$ cat config.mk
export PLATFORM = sky130hd
export DESIGN_NAME = seq_mul_wb_flat
export DESIGN_NICKNAME = d
export VERILOG_FILES = /design/src/rtl/seq_mul_wb_pkg.sv /design/src/rtl/seq_mul_wb_if.sv /design/src/rtl/seq_mul_wb_step.sv /design/src/rtl/seq_mul_wb.sv /design/src/flat_wrapper.sv
export SDC_FILE = /design/constraint.sdc
export NUM_CORES = 1
export LEC_CHECK = 0
export BUFFER_PORTS_ARGS = -buffer_cell sky130_fd_sc_hd__buf_2
export CAP_MARGIN = 20
export CORE_MARGIN = 5
export CORE_UTILIZATION = 38
export DETAILED_ROUTE_END_ITERATION = 8
export SLEW_MARGIN = 20
export SYNTH_ARGS = -nofsm -noshare
export SYNTH_HDL_FRONTEND = slang
export SYNTH_SLANG_ARGS = --single-unit
$ cat constraint.sdc
create_clock -name clk -period 6.32 [get_ports clk]
set_input_delay 0.948 -clock clk [delete_from_list [all_inputs] [get_ports clk]]
set_output_delay 0.948 -clock clk [all_outputs]
set_load 0.1 [all_outputs]
$ cat src/rtl/seq_mul_wb_pkg.sv
`default_nettype none
// ============================================================================
// Module   : mul_pkg
// Purpose  : Shared types and helpers for the seq_mul_wb multiply unit.
//            - state_t     : FSM encoding (IDLE, RUN, WB)
//            - XZR_IDX     : zero-register index; writes to it are suppressed
//            - select_half : picks MUL (low) or UMULH (high) half of a product
// Revision : 1.0  initial release
// ============================================================================
package mul_pkg;

    typedef enum logic [1:0] {
        IDLE = 2'd0,
        RUN  = 2'd1,
        WB   = 2'd2
    } state_t;

    localparam logic [4:0] XZR_IDX = 5'd31;

    // Widest supported operand; the helper works on this width and the
    // caller keeps only its own DATA_W low bits.
    localparam int MAX_W = 64;

    function automatic logic [MAX_W-1:0] select_half(
        input logic [2*MAX_W-1:0] acc,
        input logic               high,
        input int                 w
    );
        logic [2*MAX_W-1:0] s;
        s = high ? (acc >> w) : acc;
        return s[MAX_W-1:0];
    endfunction

endpackage
`default_nettype wire

$ cat src/rtl/seq_mul_wb_if.sv
`default_nettype none
// ============================================================================
// Module   : seq_mul_wb_if
// Purpose  : Request / register-file write-port bundle of the multiply unit.
//   start, op_high, OpA, OpB, Rd, flush : request side (master -> slave)
//   ready, busy, done                   : status (slave -> master)
//   WriteData, WriteRegister, RegWrite  : register file write port
// Revision : 1.0  initial release
// ============================================================================
interface seq_mul_wb_if #(
    parameter int DATA_W = 64
);
    logic              start;
    logic              op_high;
    logic [DATA_W-1:0] OpA;
    logic [DATA_W-1:0] OpB;
    logic [4:0]        Rd;
    logic              flush;
    logic              ready;
    logic              busy;
    logic              done;
    logic [DATA_W-1:0] WriteData;
    logic [4:0]        WriteRegister;
    logic              RegWrite;

    modport master (
        output start, op_high, OpA, OpB, Rd, flush,
        input  ready, busy, done, WriteData, WriteRegister, RegWrite
    );

    modport slave (
        input  start, op_high, OpA, OpB, Rd, flush,
        output ready, busy, done, WriteData, WriteRegister, RegWrite
    );
endinterface
`default_nettype wire

$ cat src/rtl/seq_mul_wb_step.sv
`default_nettype none
// ============================================================================
// Module   : mul_step
// Purpose  : Combinational partial-product add. For every set bit i of the
//            multiplier slice, adds (multiplicand << i) into the accumulator.
//   acc             : current 2*DATA_W accumulator
//   multiplicand    : multiplicand already aligned to this step
//   multiplier_bits : BITS_PER_CYCLE low multiplier bits
//   acc_next        : updated accumulator
// Revision : 1.0  initial release
// ============================================================================
module mul_step #(
    parameter int DATA_W         = 64,
    parameter int BITS_PER_CYCLE = 1
) (
    input  wire logic [2*DATA_W-1:0]       acc,
    input  wire logic [2*DATA_W-1:0]       multiplicand,
    input  wire logic [BITS_PER_CYCLE-1:0] multiplier_bits,
    output logic      [2*DATA_W-1:0]       acc_next
);

    always_comb begin
        acc_next = acc;
        for (int i = 0; i < BITS_PER_CYCLE; i++) begin
            if (multiplier_bits[i]) begin
                acc_next = acc_next + (multiplicand << i);
            end
        end
    end

endmodule
`default_nettype wire

$ cat src/rtl/seq_mul_wb.sv
`default_nettype none
// ============================================================================
// Module   : seq_mul_wb
// Purpose  : Iterative unsigned DATA_W x DATA_W multiplier (MUL / UMULH)
//            feeding the register file write port.
//   clk     : rising-edge clock
//   reset_n : asynchronous active-low reset
//   bus     : seq_mul_wb_if.slave (request, status and write port)
// Accept in IDLE, ITER cycles of RUN, one WB cycle that drives the write.
// Revision : 1.0  initial release
// ============================================================================
module seq_mul_wb
    import mul_pkg::*;
#(
    parameter int DATA_W         = 64,
    parameter int BITS_PER_CYCLE = 1
) (
    input wire logic     clk,
    input wire logic     reset_n,
    seq_mul_wb_if.slave  bus
);

    localparam int ITER  = DATA_W / BITS_PER_CYCLE;
    localparam int CNT_W = (ITER > 1) ? $clog2(ITER) : 1;
    localparam logic [CNT_W-1:0] LAST_CNT = CNT_W'(ITER - 1);

    state_t                r_state;
    state_t                w_state_next;
    logic [2*DATA_W-1:0]   r_acc;
    logic [2*DATA_W-1:0]   r_mcand;
    logic [2*DATA_W-1:0]   w_acc_next;
    logic [DATA_W-1:0]     r_mplier;
    logic [DATA_W-1:0]     r_wdata;
    logic [DATA_W-1:0]     w_result;
    logic [MAX_W-1:0]      w_sel;
    logic [CNT_W-1:0]      r_count;
    logic [4:0]            r_rd;
    logic [4:0]            r_wreg;
    logic                  r_op_high;
    logic                  r_done;
    logic                  r_regwrite;
    logic                  w_accept;
    logic                  w_last;

    mul_step #(
        .DATA_W         (DATA_W),
        .BITS_PER_CYCLE (BITS_PER_CYCLE)
    ) u_step (
        .acc             (r_acc),
        .multiplicand    (r_mcand),
        .multiplier_bits (r_mplier[BITS_PER_CYCLE-1:0]),
        .acc_next        (w_acc_next)
    );

    // The result is taken from the post-step accumulator so the last
    // partial product is included on the RUN->WB edge.
    assign w_sel    = select_half(w_acc_next, r_op_high, DATA_W);
    assign w_result = w_sel[DATA_W-1:0];

    always_ff @(posedge clk or negedge reset_n) begin
        if (!reset_n) begin
            r_state <= IDLE;
        end else begin
            r_state <= w_state_next;
        end
    end

    always_comb begin
        w_state_next = r_state;
        w_accept     = 1'b0;
        w_last       = (r_count == LAST_CNT);
        case (r_state)
            IDLE: begin
                w_accept = bus.start && !bus.flush;
                if (w_accept) begin
                    w_state_next = RUN;
                end
            end
            RUN: begin
                if (bus.flush) begin
                    w_state_next = IDLE;
                end else if (w_last) begin
                    w_state_next = WB;
                end
            end
            WB:      w_state_next = IDLE;
            default: w_state_next = IDLE;
        endcase
    end

    always_ff @(posedge clk or negedge reset_n) begin
        if (!reset_n) begin
            r_acc      <= '0;
            r_mcand    <= '0;
            r_mplier   <= '0;
            r_count    <= '0;
            r_rd       <= XZR_IDX;
            r_op_high  <= 1'b0;
            r_done     <= 1'b0;
            r_regwrite <= 1'b0;
            r_wdata    <= '0;
            r_wreg     <= XZR_IDX;
        end else begin
            r_done     <= 1'b0;
            r_regwrite <= 1'b0;
            case (r_state)
                IDLE: begin
                    if (w_accept) begin
                        r_acc     <= '0;
                        r_mcand   <= {{DATA_W{1'b0}}, bus.OpA};
                        r_mplier  <= bus.OpB;
                        r_rd      <= bus.Rd;
                        r_op_high <= bus.op_high;
                        r_count   <= '0;
                    end
                end
                RUN: begin
                    if (!bus.flush) begin
                        r_acc    <= w_acc_next;
                        r_mcand  <= r_mcand << BITS_PER_CYCLE;
                        r_mplier <= r_mplier >> BITS_PER_CYCLE;
                        r_count  <= r_count + 1'b1;
                        if (w_last) begin
                            r_done     <= 1'b1;
                            r_regwrite <= (r_rd != XZR_IDX);
                            r_wdata    <= w_result;
                            r_wreg     <= r_rd;
                        end
                    end
                end
                default: ;
            endcase
        end
    end

    assign bus.ready         = (r_state == IDLE);
    assign bus.busy          = (r_state == RUN) || (r_state == WB);
    assign bus.done          = r_done;
    assign bus.RegWrite      = r_regwrite;
    assign bus.WriteData     = r_wdata;
    assign bus.WriteRegister = r_wreg;

endmodule
`default_nettype wire
$ cat src/flat_wrapper.sv
// flat-port wrapper written by rule: the top's interface ports become plain ports
module seq_mul_wb_flat import mul_pkg::*;
#(
    parameter int DATA_W         = 64,
    parameter int BITS_PER_CYCLE = 1
)
  (clk, reset_n, bus_start, bus_op_high, bus_OpA, bus_OpB, bus_Rd, bus_flush, bus_ready, bus_busy, bus_done, bus_WriteData, bus_WriteRegister, bus_RegWrite);
  seq_mul_wb_if #(.DATA_W(DATA_W)) bus_i ();
  input wire logic clk;
  input wire logic reset_n;
  input wire logic [$bits(bus_i.start)-1:0] bus_start;
  input wire logic [$bits(bus_i.op_high)-1:0] bus_op_high;
  input wire logic [$bits(bus_i.OpA)-1:0] bus_OpA;
  input wire logic [$bits(bus_i.OpB)-1:0] bus_OpB;
  input wire logic [$bits(bus_i.Rd)-1:0] bus_Rd;
  input wire logic [$bits(bus_i.flush)-1:0] bus_flush;
  output wire logic [$bits(bus_i.ready)-1:0] bus_ready;
  output wire logic [$bits(bus_i.busy)-1:0] bus_busy;
  output wire logic [$bits(bus_i.done)-1:0] bus_done;
  output wire logic [$bits(bus_i.WriteData)-1:0] bus_WriteData;
  output wire logic [$bits(bus_i.WriteRegister)-1:0] bus_WriteRegister;
  output wire logic [$bits(bus_i.RegWrite)-1:0] bus_RegWrite;
  assign bus_i.start = bus_start;
  assign bus_i.op_high = bus_op_high;
  assign bus_i.OpA = bus_OpA;
  assign bus_i.OpB = bus_OpB;
  assign bus_i.Rd = bus_Rd;
  assign bus_i.flush = bus_flush;
  assign bus_ready = bus_i.ready;
  assign bus_busy = bus_i.busy;
  assign bus_done = bus_i.done;
  assign bus_WriteData = bus_i.WriteData;
  assign bus_WriteRegister = bus_i.WriteRegister;
  assign bus_RegWrite = bus_i.RegWrite;
  seq_mul_wb #(.DATA_W(DATA_W), .BITS_PER_CYCLE(BITS_PER_CYCLE)) u_core (.clk(clk), .reset_n(reset_n), .bus(bus_i));
endmodule
==> results.md <==
- Initial Utilization: between 30 and 40%
- Global route hottest layer: met2
- Crit Path Max Fanout: 5
- Number of DRC markers in iteration 0: about 2.7k
- Distinct cells, synth: between 90 and 100
- Num CTS Buffers: between 40 and 50
- Commonest non-fill, non-tap cell in the layout: nand2_1
- Post-synth top area share: between 30% and 40%
- Setup violators final: 0
- Critical path type: flip-flop to flip-flop
- Main synth FF type: dfrtp_1
- HP Class: input port to asynchronous set/reset pin
- M1 GR Usage: between 30% and 40%
- FFs w/ async S/R, synth: 100%
- Max-slew violation count: 0
- First-pass DRT Iterations: 6
- Final worst-path cycle share: roughly three quarters
- Share of cells above drive strength 1: between 10% and 20%
- Final hold vios: 0
- Fin Setup TNS: 0 ps
- Core area: around 0.069 mm^2
- CTS Root Cell: clkbuf_16
- Sink Count: 405
- Die ar.: around 0.075 mm^2
- WL/cell: 24.7 um
- All-Layer GR Usage: between 20% and 30%
- Clock Tree Buf Depth: 3
- Yosys top cell by area: dfrtp_1
- IO Port Bufs: 210
- HPWL Detailed: a little under 80 mm
- Post-CTS Hold Fix Bufs: 0
- Clk_lat worst skew: 610 ps
- Post-Syn Nets: between 3k and 4k
- Num rows: 96
- Die height: ~270 um
- Post-CTS Setup Inserts: 0
- CP Capture Type: flip-flop
- Antenna cell count: 0
- Setup Skew: between 30 and 40 ps
- Via density: 5.93
- Worst path required time: slightly below 7000 ps
- Number of global-route vias before repair: between 20k and 25k
- Grt met2 use: between 40 and 50%
- GRT met3 Usage: approximately 4.3%
- CP startpoint kind: flip-flop
- Final Critical Period: 4810 ps
- Congestion Overflow GR: 0
- Final WL: 104 mm
- Max Fclk: 208 MHz
- Max-cap violations: 0
- Cells after synthesis: ~3.2k
- Nets: about 3.5k
- Post-synthesis sequential area ratio: between 30 and 40%
- Mean Syn Cell Area: between 8 and 9 um^2
- Most frequent cells in the layout: 688 x nand2_1, 393 x dfrtp_1, 288 x o21ai_0, 259 x a21oi_1, 209 x buf_2
- Top cells by area, synth: dfrtp_1 37%, nand2_1 9.8%, ha_1 6.2%, o21ai_0 5.5%, a21oi_1 4.9%
- #FFs+latches synth: ~410
- Power density over the cells: just under 400 mW/mm^2
- Area grow syn2layout: 12.9%
- Fill count: 7037
- CTS tree: yes
- H-tree depth: 2
- Synth warnings: 0
- First-pass GRT wire length: about 150 mm
- Critical Path AT: about 5200 ps
- ANT nets after route: 0
- Status: completed
- Clock transition at path regs: approximately 60 ps
- Slew at the pin closest to its max-slew limit: ~1100 ps
- Post-CTS sizing: 0
- Largest net degree at the start of global routing: between 100 and 150
- Top-Level Pins: approximately 210
- Worst vdd rail ir drop: roughly 0.00023 V
- Die Wd: about 270 um
- EDFF count, synth: 0
- Cell Area, Synth: roughly 0.026 mm^2
- Initial antenna violation count: 2
- Power Total: 11.7 mW
- Setup repair after global routing missed its margin: false
- Routability cong.: 1.04
- DRC viols: 0
- LEAKAGE: roughly 14 nW
- Core Util, Final: approximately 43%
- Reg2Reg Setup Slack: 1510 ps
- Worst slew margin: roughly a quarter
- Routed via count: between 20k and 25k
[where the power goes]
group	switching (mW)	leakage [nW]	total [mW]	internal, mW
clock	1.18	0.796	2.88	1.70
combinational	3.39	7.41	4.99	1.59
sequential	0.629	5.42	3.82	3.19
[flip-flops by register name, summed over array words and instances, names as in the netlist]
name,count
u_core.r_acc,128
u_core.r_mcand,128
u_core.bus.WriteData,64
u_core.r_mplier,64
u_core.r_count,6
u_core.bus.WriteRegister,5
u_core.r_rd,5
u_core.r_state,2
u_core.bus.RegWrite,1
u_core.bus.done,1
u_core.r_op_high,1
[final timing paths]
check,to,from,cells after the start
max in group asynchronous,u_core.r_acc[111],reset_n,2
setup reg to reg,u_core.r_acc[122],u_core.r_acc[0],15
hold reg to reg,u_core.bus.WriteRegister[0],u_core.bus.WriteRegister[0],2
setup / recovery,u_core.r_acc[122],u_core.r_acc[0],15
min in group clk,u_core.bus.WriteRegister[0],u_core.bus.WriteRegister[0],2
hold / removal,u_core.r_mcand[20],reset_n,1
[cells in the mapped netlist, types with 26 or more instances]
library cell,number
a21o_1,65
a21oi_1,259
a22o_1,63
a22oi_1,127
clkbuf_1,173
dfrtp_1,395
ha_1,130
inv_1,45
mux2_2,26
mux2i_1,62
nand2_1,688
nand3_1,48
nand4_1,71
nor2_1,157
nor3_1,36
o21a_1,27
o21ai_0,288
o21bai_1,55
xnor2_1,72
xor2_1,46
[worst max-delay path: stages, from the launching register on]
cell and delay (ps):
dfrtp_1 370, ha_1 210, inv_1 70, fa_1 390, and2b_1 260, o2111ai_2 190
a2111oi_1 730, nor4_2 190, o22ai_2 310, nor2_1 120, o21ai_2 320, a31oi_1 260
o31ai_2 720, a221oi_1 200, xor2_1 210, o21ai_0 90
[cells by family (layout without fill, tap and decap cells)]
family                   Yosys count  after routing  share of synthesized area (%)
buffers and inverters            245            373                           3.52
flip-flops                       405            405                           38.4
multiplexers                      99             99                           4.40
AND/OR/NAND/NOR                 1102           1102                           17.9
XOR/XNOR                         118            118                           3.91
AO/OA/AOI/OAI                   1056           1056                           25.6
adder cells (fa/ha/maj)          131            131                           6.24
[area by class of cell]
class,instances,area [um^2],share of cell area [%]
Tap cell,931,1160,3.91
Sequential cell,405,10200,34.1
Clock buffer,69,1440,4.84
Clock inverter,16,178,0.596
Timing Repair Buffer,242,1330,4.45
Multi-Input combinational cell,2506,15400,51.6
Inverter,46,173,0.579
[through the flow]
stage	instance area, um^2	setup slack [ps]	hold WS [ps]	std cells
after floorplan	26400	2610	438	3156
after global placement	28200	1740	446	4130
after detailed placement	28200	1670	447	4130
after CTS	29800	1620	372	4215
after global routing	29800	1370	375	4215
final	29800	1510	295	4215
[routing by layer]
metal | wire length, um | vias up
li1 | - | 11600
met1 | 43900 | 12300
met4 | 5430 | 4
met3 | 7160 | 184
met5 | 29 | -
met2 | 47400 | 959
Note: power is estimated with default switching activity, not from simulation.
